--- src/rtl/cache_pkg.sv ---
// Shared constants, state encoding and word-select helper for the
// direct-mapped instruction cache.
package cache_pkg;

    localparam int ADDR_BITS       = 32;
    localparam int INDEX_BITS      = 3;
    localparam int WORDS_PER_BLOCK = 4;
    localparam int OFFSET_BITS     = 2;
    localparam int BYTE_BITS       = 2;
    localparam int TAG_BITS        = ADDR_BITS - INDEX_BITS - OFFSET_BITS - BYTE_BITS;
    localparam int LINES           = 1 << INDEX_BITS;
    localparam int BLOCK_BITS      = 32 * WORDS_PER_BLOCK;
    localparam int MEM_ADDR_BITS   = ADDR_BITS - OFFSET_BITS - BYTE_BITS;

    // PC reset value; the cache treats it as "no fetch this cycle".
    localparam logic [ADDR_BITS-1:0] IDLE_ADDRESS = 32'hFFFFFFFC;

    typedef enum logic [1:0] {
        IDLE     = 2'd0,
        MEM_READ = 2'd1,
        UPDATE   = 2'd2
    } state_t;

    function automatic logic [31:0] select_word(input logic [BLOCK_BITS-1:0] block,
                                                input logic [OFFSET_BITS-1:0] offset);
        return block[{offset, 5'b0} +: 32];
    endfunction

endpackage

--- src/rtl/instruction_cache_if.sv ---
// CPU-side fetch port and memory-side refill port of the instruction cache.
// slave is the cache; master is whoever drives ADDRESS and answers refills.
interface instruction_cache_if;

    logic [31:0]  ADDRESS;
    logic [31:0]  INSTRUCTION;
    logic         BUSYWAIT;
    logic [27:0]  MEM_ADDRESS;
    logic         MEM_READ;
    logic [127:0] MEM_READDATA;
    logic         MEM_BUSYWAIT;

    modport slave (
        input  ADDRESS,
        output INSTRUCTION,
        output BUSYWAIT,
        output MEM_ADDRESS,
        output MEM_READ,
        input  MEM_READDATA,
        input  MEM_BUSYWAIT
    );

    modport master (
        output ADDRESS,
        input  INSTRUCTION,
        input  BUSYWAIT,
        input  MEM_ADDRESS,
        input  MEM_READ,
        output MEM_READDATA,
        output MEM_BUSYWAIT
    );

endinterface

--- src/rtl/icache_line_store.sv ---
// Valid/tag/data storage for the cache lines: combinational read by index,
// synchronous write, synchronous clear of the valid bits on RESET.
module icache_line_store
    import cache_pkg::*;
(
    input  logic                  CLK,
    input  logic                  RESET,
    input  logic [INDEX_BITS-1:0] i_rd_index,
    output logic                  o_rd_valid,
    output logic [TAG_BITS-1:0]   o_rd_tag,
    output logic [BLOCK_BITS-1:0] o_rd_data,
    input  logic                  i_wr_en,
    input  logic [INDEX_BITS-1:0] i_wr_index,
    input  logic [TAG_BITS-1:0]   i_wr_tag,
    input  logic [BLOCK_BITS-1:0] i_wr_data
);

    logic [LINES-1:0]      r_valid;
    logic [TAG_BITS-1:0]   r_tag  [LINES];
    logic [BLOCK_BITS-1:0] r_data [LINES];

    always_ff @(posedge CLK) begin
        if (RESET) begin
            r_valid <= '0;
        end else if (i_wr_en) begin
            r_valid[i_wr_index] <= 1'b1;
        end
    end

    // Tags and data are left alone on reset; the cleared valid bit hides them.
    always_ff @(posedge CLK) begin
        if (!RESET && i_wr_en) begin
            r_tag[i_wr_index]  <= i_wr_tag;
            r_data[i_wr_index] <= i_wr_data;
        end
    end

    assign o_rd_valid = r_valid[i_rd_index];
    assign o_rd_tag   = r_tag[i_rd_index];
    assign o_rd_data  = r_data[i_rd_index];

endmodule

--- src/rtl/instruction_cache.sv ---
// Direct-mapped read-only instruction cache: zero-latency hits, whole-block
// refill from instruction memory on a miss, BUSYWAIT stalls the fetch stage.
//
// state    | meaning
// IDLE     | lookup ADDRESS; hit or idle address answers, miss starts refill
// MEM_READ | MEM_READ high, wait for MEM_BUSYWAIT low, capture block
// UPDATE   | write captured block, tag and valid into the line
module instruction_cache
    import cache_pkg::*;
(
    input  logic                CLK,
    input  logic                RESET,
    instruction_cache_if.slave  bus
);

    state_t                   r_state;
    state_t                   w_state_next;
    logic [MEM_ADDR_BITS-1:0] r_mem_address;
    logic [BLOCK_BITS-1:0]    r_block;

    logic [ADDR_BITS-1:0]     w_address;
    logic [TAG_BITS-1:0]      w_tag;
    logic [INDEX_BITS-1:0]    w_index;
    logic [OFFSET_BITS-1:0]   w_offset;
    logic                     w_idle_req;

    logic                     w_rd_valid;
    logic [TAG_BITS-1:0]      w_rd_tag;
    logic [BLOCK_BITS-1:0]    w_rd_data;
    logic                     w_hit;
    logic                     w_miss;

    logic                     w_wr_en;
    logic [INDEX_BITS-1:0]    w_wr_index;
    logic [TAG_BITS-1:0]      w_wr_tag;

    logic                     w_busywait;
    logic                     w_mem_read;
    logic [31:0]              w_instruction;

    assign w_address  = bus.ADDRESS;
    assign w_tag      = w_address[ADDR_BITS-1 -: TAG_BITS];
    assign w_index    = w_address[BYTE_BITS+OFFSET_BITS +: INDEX_BITS];
    assign w_offset   = w_address[BYTE_BITS +: OFFSET_BITS];
    assign w_idle_req = (w_address == IDLE_ADDRESS);

    assign w_hit  = w_rd_valid && (w_rd_tag == w_tag);
    assign w_miss = (r_state == IDLE) && !w_idle_req && !w_hit;

    // The latched block address already carries the index and tag of the refill,
    // so a stray ADDRESS change mid-refill cannot redirect the install.
    assign w_wr_en    = (r_state == UPDATE);
    assign w_wr_index = r_mem_address[INDEX_BITS-1:0];
    assign w_wr_tag   = r_mem_address[MEM_ADDR_BITS-1 -: TAG_BITS];

    icache_line_store u_line_store (
        .CLK        (CLK),
        .RESET      (RESET),
        .i_rd_index (w_index),
        .o_rd_valid (w_rd_valid),
        .o_rd_tag   (w_rd_tag),
        .o_rd_data  (w_rd_data),
        .i_wr_en    (w_wr_en),
        .i_wr_index (w_wr_index),
        .i_wr_tag   (w_wr_tag),
        .i_wr_data  (r_block)
    );

    always_ff @(posedge CLK) begin
        if (RESET) begin
            r_state <= IDLE;
        end else begin
            r_state <= w_state_next;
        end
    end

    always_ff @(posedge CLK) begin
        if (RESET) begin
            r_mem_address <= '0;
            r_block       <= '0;
        end else begin
            if (w_miss) begin
                r_mem_address <= w_address[ADDR_BITS-1 -: MEM_ADDR_BITS];
            end
            if (r_state == MEM_READ && !bus.MEM_BUSYWAIT) begin
                r_block <= bus.MEM_READDATA;
            end
        end
    end

    always_comb begin
        w_state_next  = r_state;
        w_busywait    = 1'b0;
        w_mem_read    = 1'b0;
        w_instruction = '0;
        case (r_state)
            IDLE: begin
                if (!w_idle_req) begin
                    if (w_hit) begin
                        w_instruction = select_word(w_rd_data, w_offset);
                    end else begin
                        w_busywait   = 1'b1;
                        w_state_next = MEM_READ;
                    end
                end
            end
            MEM_READ: begin
                w_busywait = 1'b1;
                w_mem_read = 1'b1;
                if (!bus.MEM_BUSYWAIT) begin
                    w_state_next = UPDATE;
                end
            end
            UPDATE: begin
                w_busywait   = 1'b1;
                w_state_next = IDLE;
            end
            default: begin
                w_state_next = IDLE;
            end
        endcase
    end

    assign bus.INSTRUCTION = w_instruction;
    assign bus.BUSYWAIT    = w_busywait;
    assign bus.MEM_READ    = w_mem_read;
    assign bus.MEM_ADDRESS = r_mem_address;

endmodule
--- src/flat_wrapper.sv ---
// flat-port wrapper written by rule: the top's interface ports become plain ports
module instruction_cache_flat import cache_pkg::*;
  (CLK, RESET, bus_ADDRESS, bus_INSTRUCTION, bus_BUSYWAIT, bus_MEM_ADDRESS, bus_MEM_READ, bus_MEM_READDATA, bus_MEM_BUSYWAIT);
  instruction_cache_if bus_i ();
  input  logic CLK;
  input  logic RESET;
  input wire logic [$bits(bus_i.ADDRESS)-1:0] bus_ADDRESS;
  output wire logic [$bits(bus_i.INSTRUCTION)-1:0] bus_INSTRUCTION;
  output wire logic [$bits(bus_i.BUSYWAIT)-1:0] bus_BUSYWAIT;
  output wire logic [$bits(bus_i.MEM_ADDRESS)-1:0] bus_MEM_ADDRESS;
  output wire logic [$bits(bus_i.MEM_READ)-1:0] bus_MEM_READ;
  input wire logic [$bits(bus_i.MEM_READDATA)-1:0] bus_MEM_READDATA;
  input wire logic [$bits(bus_i.MEM_BUSYWAIT)-1:0] bus_MEM_BUSYWAIT;
  assign bus_i.ADDRESS = bus_ADDRESS;
  assign bus_INSTRUCTION = bus_i.INSTRUCTION;
  assign bus_BUSYWAIT = bus_i.BUSYWAIT;
  assign bus_MEM_ADDRESS = bus_i.MEM_ADDRESS;
  assign bus_MEM_READ = bus_i.MEM_READ;
  assign bus_i.MEM_READDATA = bus_MEM_READDATA;
  assign bus_i.MEM_BUSYWAIT = bus_MEM_BUSYWAIT;
  instruction_cache u_core (.CLK(CLK), .RESET(RESET), .bus(bus_i));
endmodule
--- config.mk ---
export PLATFORM = sky130hd
export DESIGN_NAME = instruction_cache_flat
export DESIGN_NICKNAME = d
export VERILOG_FILES = /design/src/rtl/cache_pkg.sv /design/src/rtl/instruction_cache_if.sv /design/src/rtl/icache_line_store.sv /design/src/rtl/instruction_cache.sv /design/src/flat_wrapper.sv
export SDC_FILE = /design/constraint.sdc
export NUM_CORES = 1
export LEC_CHECK = 0
export CAP_MARGIN = 5
export CORE_MARGIN = 8
export CORE_UTILIZATION = 61
export DETAILED_ROUTE_END_ITERATION = 7
export PLACE_DENSITY = 0.89
export RECOVER_POWER = 50
export REMOVE_ABC_BUFFERS = 1
export SLEW_MARGIN = 20
export SYNTH_ARGS = -nofsm -noshare
export SYNTH_HDL_FRONTEND = slang
export SYNTH_SLANG_ARGS = --single-unit
--- constraint.sdc ---
create_clock -name CLK -period 30.1 [get_ports CLK]
set_input_delay 6.02 -clock CLK [delete_from_list [all_inputs] [get_ports CLK]]
set_output_delay 6.02 -clock CLK [all_outputs]
set_load 0.02 [all_outputs]
==> results of run 1 <==
==> metal layers <==
layer / track usage, % / share of wire (%) / vias to the layer above
li1: - / - / 11120
met1: 33.23 / 37 / 13890
met2: 41.74 / 50 / 1660
met3: 6.837 / 10 / 256
met4: 9.657 / 3.4 / 2
met5: 0 / 0.0065 / -
==> power by group <==
| group | internal (mW) | switching [mW] |
|---|---|---|
| Clock | 0.944 | 0.705 |
| Sequential | 2.12 | 0.0344 |
| Combinational | 0.0940 | 0.112 |
==> area by class of cell <==
type,instances,share of cell area (%)
clock buffers,182,6.129
inverters,7,0.04354
clock inverters,64,0.9932
repair buffers,272,4.329
multi-input cells,1072,19.72
well taps,1144,2.372
flip-flops and latches,1390,66.42
==> logic make-up (layout without fill, tap and decap cells) <==
family	Yosys count	after routing	synth area share [%]
AND/OR/NAND/NOR	407	407	3.303
multiplexers	438	438	16.62
AO/OA/AOI/OAI	205	205	2.170
flip-flops	1390	1390	76.06
adder cells (fa/ha/maj)	4	4	0.09498
buffers and inverters	164	525	1.458
XOR/XNOR	18	18	0.2992
==> cell usage in the layout, fill, tap and decap left out, drive strengths merged, types with 4 or more instances in the layout <==
| master | n |
|---|---|
| o21ai | 29 |
| nand4 | 36 |
| clkinv | 47 |
| a221oi | 6 |
| bufinv | 9 |
| nand2 | 297 |
| mux2i | 90 |
| a21o | 8 |
| nand2b | 4 |
| nor2 | 41 |
| buf | 44 |
| ha | 4 |
| and2 | 4 |
| clkbuf | 192 |
| clkdlybuf4s50 | 218 |
| a22oi | 15 |
| a21oi | 136 |
| xor2 | 9 |
| xnor2 | 9 |
| and3 | 6 |
| dfxtp | 166 |
| edfxtp | 1224 |
| nor4 | 7 |
| inv | 13 |
| mux4 | 348 |
==> stage by stage <==
step | worst slack, ns | area, µm²
after global placement | 13.11 | 56100
after floorplan | 8.503 | 51950
final | 13.01 | 60340
after CTS | 12.99 | 60400
after global routing | 12.74 | 60340
after detailed placement | 13.04 | 56100
==> worst max path at each step <==
stage | start | endpoint | slack [ns] | cells past startpoint
floorplan | RESET | u_core.u_line_store.r_data[0][0] | 8.50 | 1
CTS | bus_ADDRESS[5] | bus_INSTRUCTION[17] | 12.99 | 12
detailed placement | bus_ADDRESS[5] | bus_INSTRUCTION[17] | 13.04 | 12
finish | bus_ADDRESS[6] | bus_INSTRUCTION[17] | 13.01 | 12
global route | bus_ADDRESS[5] | bus_INSTRUCTION[17] | 12.74 | 12
global placement | bus_ADDRESS[6] | bus_INSTRUCTION[17] | 13.11 | 12
==> flip-flops by register name, summed over array words and instances (netlist names) <==
signal and flops:
u_core.r_state 2, u_core.r_block 128, u_core.u_line_store.r_valid 8, u_core.u_line_store.r_data 1024, u_core.u_line_store.r_tag 200, u_core.bus.MEM_ADDRESS 28
==> worst max-delay path: cells and delay by family <==
| family | cells | cell delay [ns] |
|---|---|---|
| xor+xnor | 1 | 0.18 |
| simple gates | 5 | 1.65 |
| buf+inv | 4 | 2.38 |
| mux | 2 | 0.61 |
==> reports/qor.yml, run 1 <==
regArea_mm2: 0.04008
crit_top_cell: "buf_4"
netlist_instances: 2626
synth_area_leaders: "edfxtp_1, mux4_2, dfxtp_1, nand2_1, mux2i_1"
syn_to_final_growth_pct: 14.51
clkLatencyLatePin_ns: 0.74
start_util_pct: 61.69
reg2reg_from: "u_core.r_state[0]"
wirelength_um: 122600
grt_max_degree: 133
path_max_fanout: 68
placedCellCount: 3885
r2r_setup_slack_ns: 24.73
min_period_ns: 17.09
holdPathStages: 1
synth_area_mm2: 0.05270
postLayoutCoreUtil_pct: 70.65
first_pass_iters: 5
violations: "max-capacitance violations, max-slew violations"
slowest_delay_ns: 0.83
rsz0062_at_grt: "no"
grt_pass1_vias: 28300
post_cts_buffers: 0
fin_cells: 4131
path_cells: "clkbuf_8, buf_4, mux4_2, mux2i_1, xor2_1, nand2_1, nor4_4, nand4_1, or3_2, buf_4, nor2_1, clkdlybuf4s50_1"
cp_slowest_cell: "buf_4"
hold_end: "u_core.u_line_store.r_valid[4]"
dieArea_mm2: 0.09605
ant_nets: 0
synth-seq-cells: 1390
clock_skew_ns: 0.03095
synth_cell_types: 45
holdBufCountCts: 0
vias: 26940
cts_buffers: 133
route.detailed.drc: 0
rows: 107
design.core.area_mm2: 0.08541
synth-async-reset-ratio_pct: 0
synth_common_cells: "edfxtp_1, mux4_2, nand2_1"
syn_area_per_cell_um2: 20.07
grt_antenna_before_repair: 1
setup_tns_ns: 0
ios: 225
rr_worst_depth: 6
cp.required_ns: 24.08
cp-start-kind: "input pin"
finalMaxSlewViolations: 254
p_total_mw: 4.008
status: "finished with violations"
relSlewSlack_pct: -166.0
cts_tree: "built"
tightest_slew_ns: 3.990
h-tree-depth: 4
chipWidth_um: 309.9
path_class: "in2out"
yosysWarnings: 0
root_buffer: "clkbuf_16"
peakVddDrop_v: 0.00006369
clock_sinks: 1390
hp-start: "u_core.u_line_store.r_valid[4]"
drtIter0Drc: 3351
synth_top_area_cell: "edfxtp_1"
cap_violations: 6
hpwl_um: 63210
clockBufferDepth: 3
p_leak_nw: 19.89
power.density_mw_per_mm2: 66.42
fmax_mhz: 58.53
grt_use_total_pct: 25.54
drive_above_1_share_pct: 19.65
post_drt_wl_per_cell_um: 29.68
yosysTopAreaCellShare_pct: 69.75
port_buffers: 224
setup_viol: 0
die_y_um: 309.9
clk_pin_slew_ns: 0.06
yosysMostFrequentCell: "edfxtp_1"
ctsResizeCount: 0
end_kind: "output pin"
fill_cells: 4901
arrival_ns: 11.07
viasPerCell: 6.520
synth_edf_count: 1224
hold_path.class: "reg2reg"
antennaDiodeCount: 0
reg2reg_to: "u_core.u_line_store.r_data[5][78]"
num-nets-final: 3043
multi_input_area_mm2: 0.01190
yosysSeqAreaShare_pct: 76.06
overflow: 0
synth_ff_type: "edfxtp_1"
finalHoldViolations: 0
timing.hold.ws_ns: 0.4573
fin_crit_sh_pct: 56.76
gp_congestion: 0.8369
grt_pass1_wl_um: 180600
(Power assumes the default switching activity.)
==> run 2: changes to the inputs <==
CORE_UTILIZATION = 60   (was 61)
PLACE_DENSITY = 0.88   (was 0.89)
clock period = 15.8 ns   (was 30.1 ns; I/O delays follow)
==> reports/qor.yml, run 2 (same netlist as run 1, synthesis figures left out) <==
preCtsSetupSlack_ns: 4.279
largest_reg_flops: 1024
reg2reg_to: "u_core.u_line_store.r_data[1][43]"
fin_crit_sh_pct: 75.17
clkPwrFrac_pct: 40.8
arrival_ns: 12.20
hpwl_um: 61600
setup_tns_ns: 0
cp.required_ns: 16.13
h-tree-depth: 4
hold_path.class: "reg2reg"
drtIter0Drc: 3200
ctsResizeCount: 0
top_register: "u_core.u_line_store.r_data"
cts_buffers: 133
slowest_delay_ns: 5.47
cp_slowest_cell: "clkbuf_1"
final_common_cell: "edfxtp_1"
power_frac_seq_pct: 54.0
path_max_fanout: 102
finalHoldViolations: 0
fmax_mhz: 84.20
rows: 108
wirelength_um: 123400
final_cell_mix: "edfxtp_1, mux4_2, nand2_1"
ios: 225
reg_top3: "u_core.u_line_store.r_data (1024), u_core.u_line_store.r_tag (200), u_core.r_block (128)"
clockBufferDepth: 3
gp_congestion: 0.8347
root_buffer: "clkbuf_16"
hold_end: "u_core.u_line_store.r_valid[3]"
port_buffers: 224
dieArea_mm2: 0.09757
r2r_setup_slack_ns: 7.31
first_pass_iters: 6
finalWorstSetupSlack_ns: 3.923
clock_skew_ns: 0.03121
p_leak_nw: 19.86
holdBufCountCts: 0
overflow: 0
rr_worst_depth: 6
drive_above_1_share_pct: 19.65
design.core.area_mm2: 0.08689
clock_sinks: 1390
min_period_ns: 11.88
holdPathStages: 1
antennaDiodeCount: 0
crit_top_cell: "clkbuf_1"
vias: 26930
grt_use_total_pct: 25.09
rsz0062_at_grt: "no"
post_cts_buffers: 0
p_int_mw: 5.985
fin_area_mm2: 0.06031
chipWidth_um: 312.4
power.density_mw_per_mm2: 126.1
die_y_um: 312.4
placed_area_mm2: 0.05610
tightest_slew_ns: 7.875
viasPerCell: 6.516
grt_pass1_wl_um: 182600
peakVddDrop_v: 0.0001049
reg2reg_from: "u_core.r_state[0]"
post_drt_wl_per_cell_um: 29.86
clkLatencyLatePin_ns: 0.73
finalMaxSlewViolations: 308
ant_nets: 0
hp-start: "u_core.u_line_store.r_valid[3]"
clk_pin_slew_ns: 0.06
comb_power_share_pct: 5.2
cap_violations: 5
grt_antenna_before_repair: 2
switchingPower_mw: 1.618
violations: "max-capacitance violations, max-slew violations"
grt_max_degree: 144
path_class: "in2reg"
cts_tree: "built"
syn_to_final_growth_pct: 14.45
cp-start-kind: "input pin"
setup_viol: 0
start_util_pct: 60.65
status: "finished with violations"
route.detailed.drc: 0
swShare_pct: 21.29
end_kind: "register"
relSlewSlack_pct: -425.0
num-nets-final: 3035
grt_pass1_vias: 28340
path_cells: "clkbuf_1, nor4_1, clkbuf_1, buf_4"
-- run 2: per-layer routing --
metal / part of all wire [%] / vias up / GRT usage [%] / wire [µm]
met2: 51 / 1603 / 42.07 / 62480
met5: 0.0089 / - / 0 / 11
li1: - / 11100 / - / -
met1: 37 / 13980 / 33.09 / 45840
met3: 9.3 / 239 / 5.241 / 11490
met4: 2.9 / 2 / 8.315 / 3557
-- run 2: worst max-delay path by stage --
stage,from,cells after the start,to
after floorplan,RESET,1,u_core.u_line_store.r_data[0][0]
after global routing,RESET,4,u_core.u_line_store.r_data[1][43]
after detailed placement,bus_ADDRESS[4],12,bus_INSTRUCTION[31]
final,RESET,4,u_core.u_line_store.r_data[1][43]
after CTS,bus_ADDRESS[4],12,bus_INSTRUCTION[31]
after global placement,bus_ADDRESS[4],12,bus_INSTRUCTION[4]
-- run 2: through the flow --
step / hold WS [ns] / total power [mW] / std cells / utilization (%)
3_3_place_gp: 0.4273 / 4.543 / 3887 / 64.56
5_1_grt: 0.4720 / 7.798 / 4132 / 69.41
6_report: 0.4594 / 7.603 / 4132 / 69.41
4_1_cts: 0.4605 / 7.634 / 4131 / 69.43
2_1_floorplan: 0.4211 / 4.354 / 2469 / -
3_5_place_dp: 0.4470 / 4.567 / 3887 / 64.56
-- run 2: final cells by class --
cell class | instances | area (µm²)
Fill cell | 5002 | 26580
Sequential cell | 1390 | 40080
Clock buffer | 176 | 3572
Multi-Input combinational cell | 1072 | 11910
Tap cell | 1155 | 1445
Clock inverter | 68 | 658.1
Timing Repair Buffer | 264 | 2616
Inverter | 7 | 26.28
-- run 2: critical path, delay by kind of cell --
| kind | cells | cell delay [ns] |
|---|---|---|
| and+or+nand+nor | 1 | 0.69 |
| buffers and inverters | 3 | 8.06 |
-- run 2: power by group through the flow --
| stage | Sequential [mW] | Combinational [mW] | Clock (mW) |
|---|---|---|---|
| floorplan | 4.17 | 0.185 | 0 |
| global placement | 4.17 | 0.377 | 0 |
| detailed placement | 4.18 | 0.387 | 0 |
| CTS | 4.10 | 0.395 | 3.14 |
| global route | 4.11 | 0.418 | 3.27 |
| finish | 4.10 | 0.394 | 3.10 |
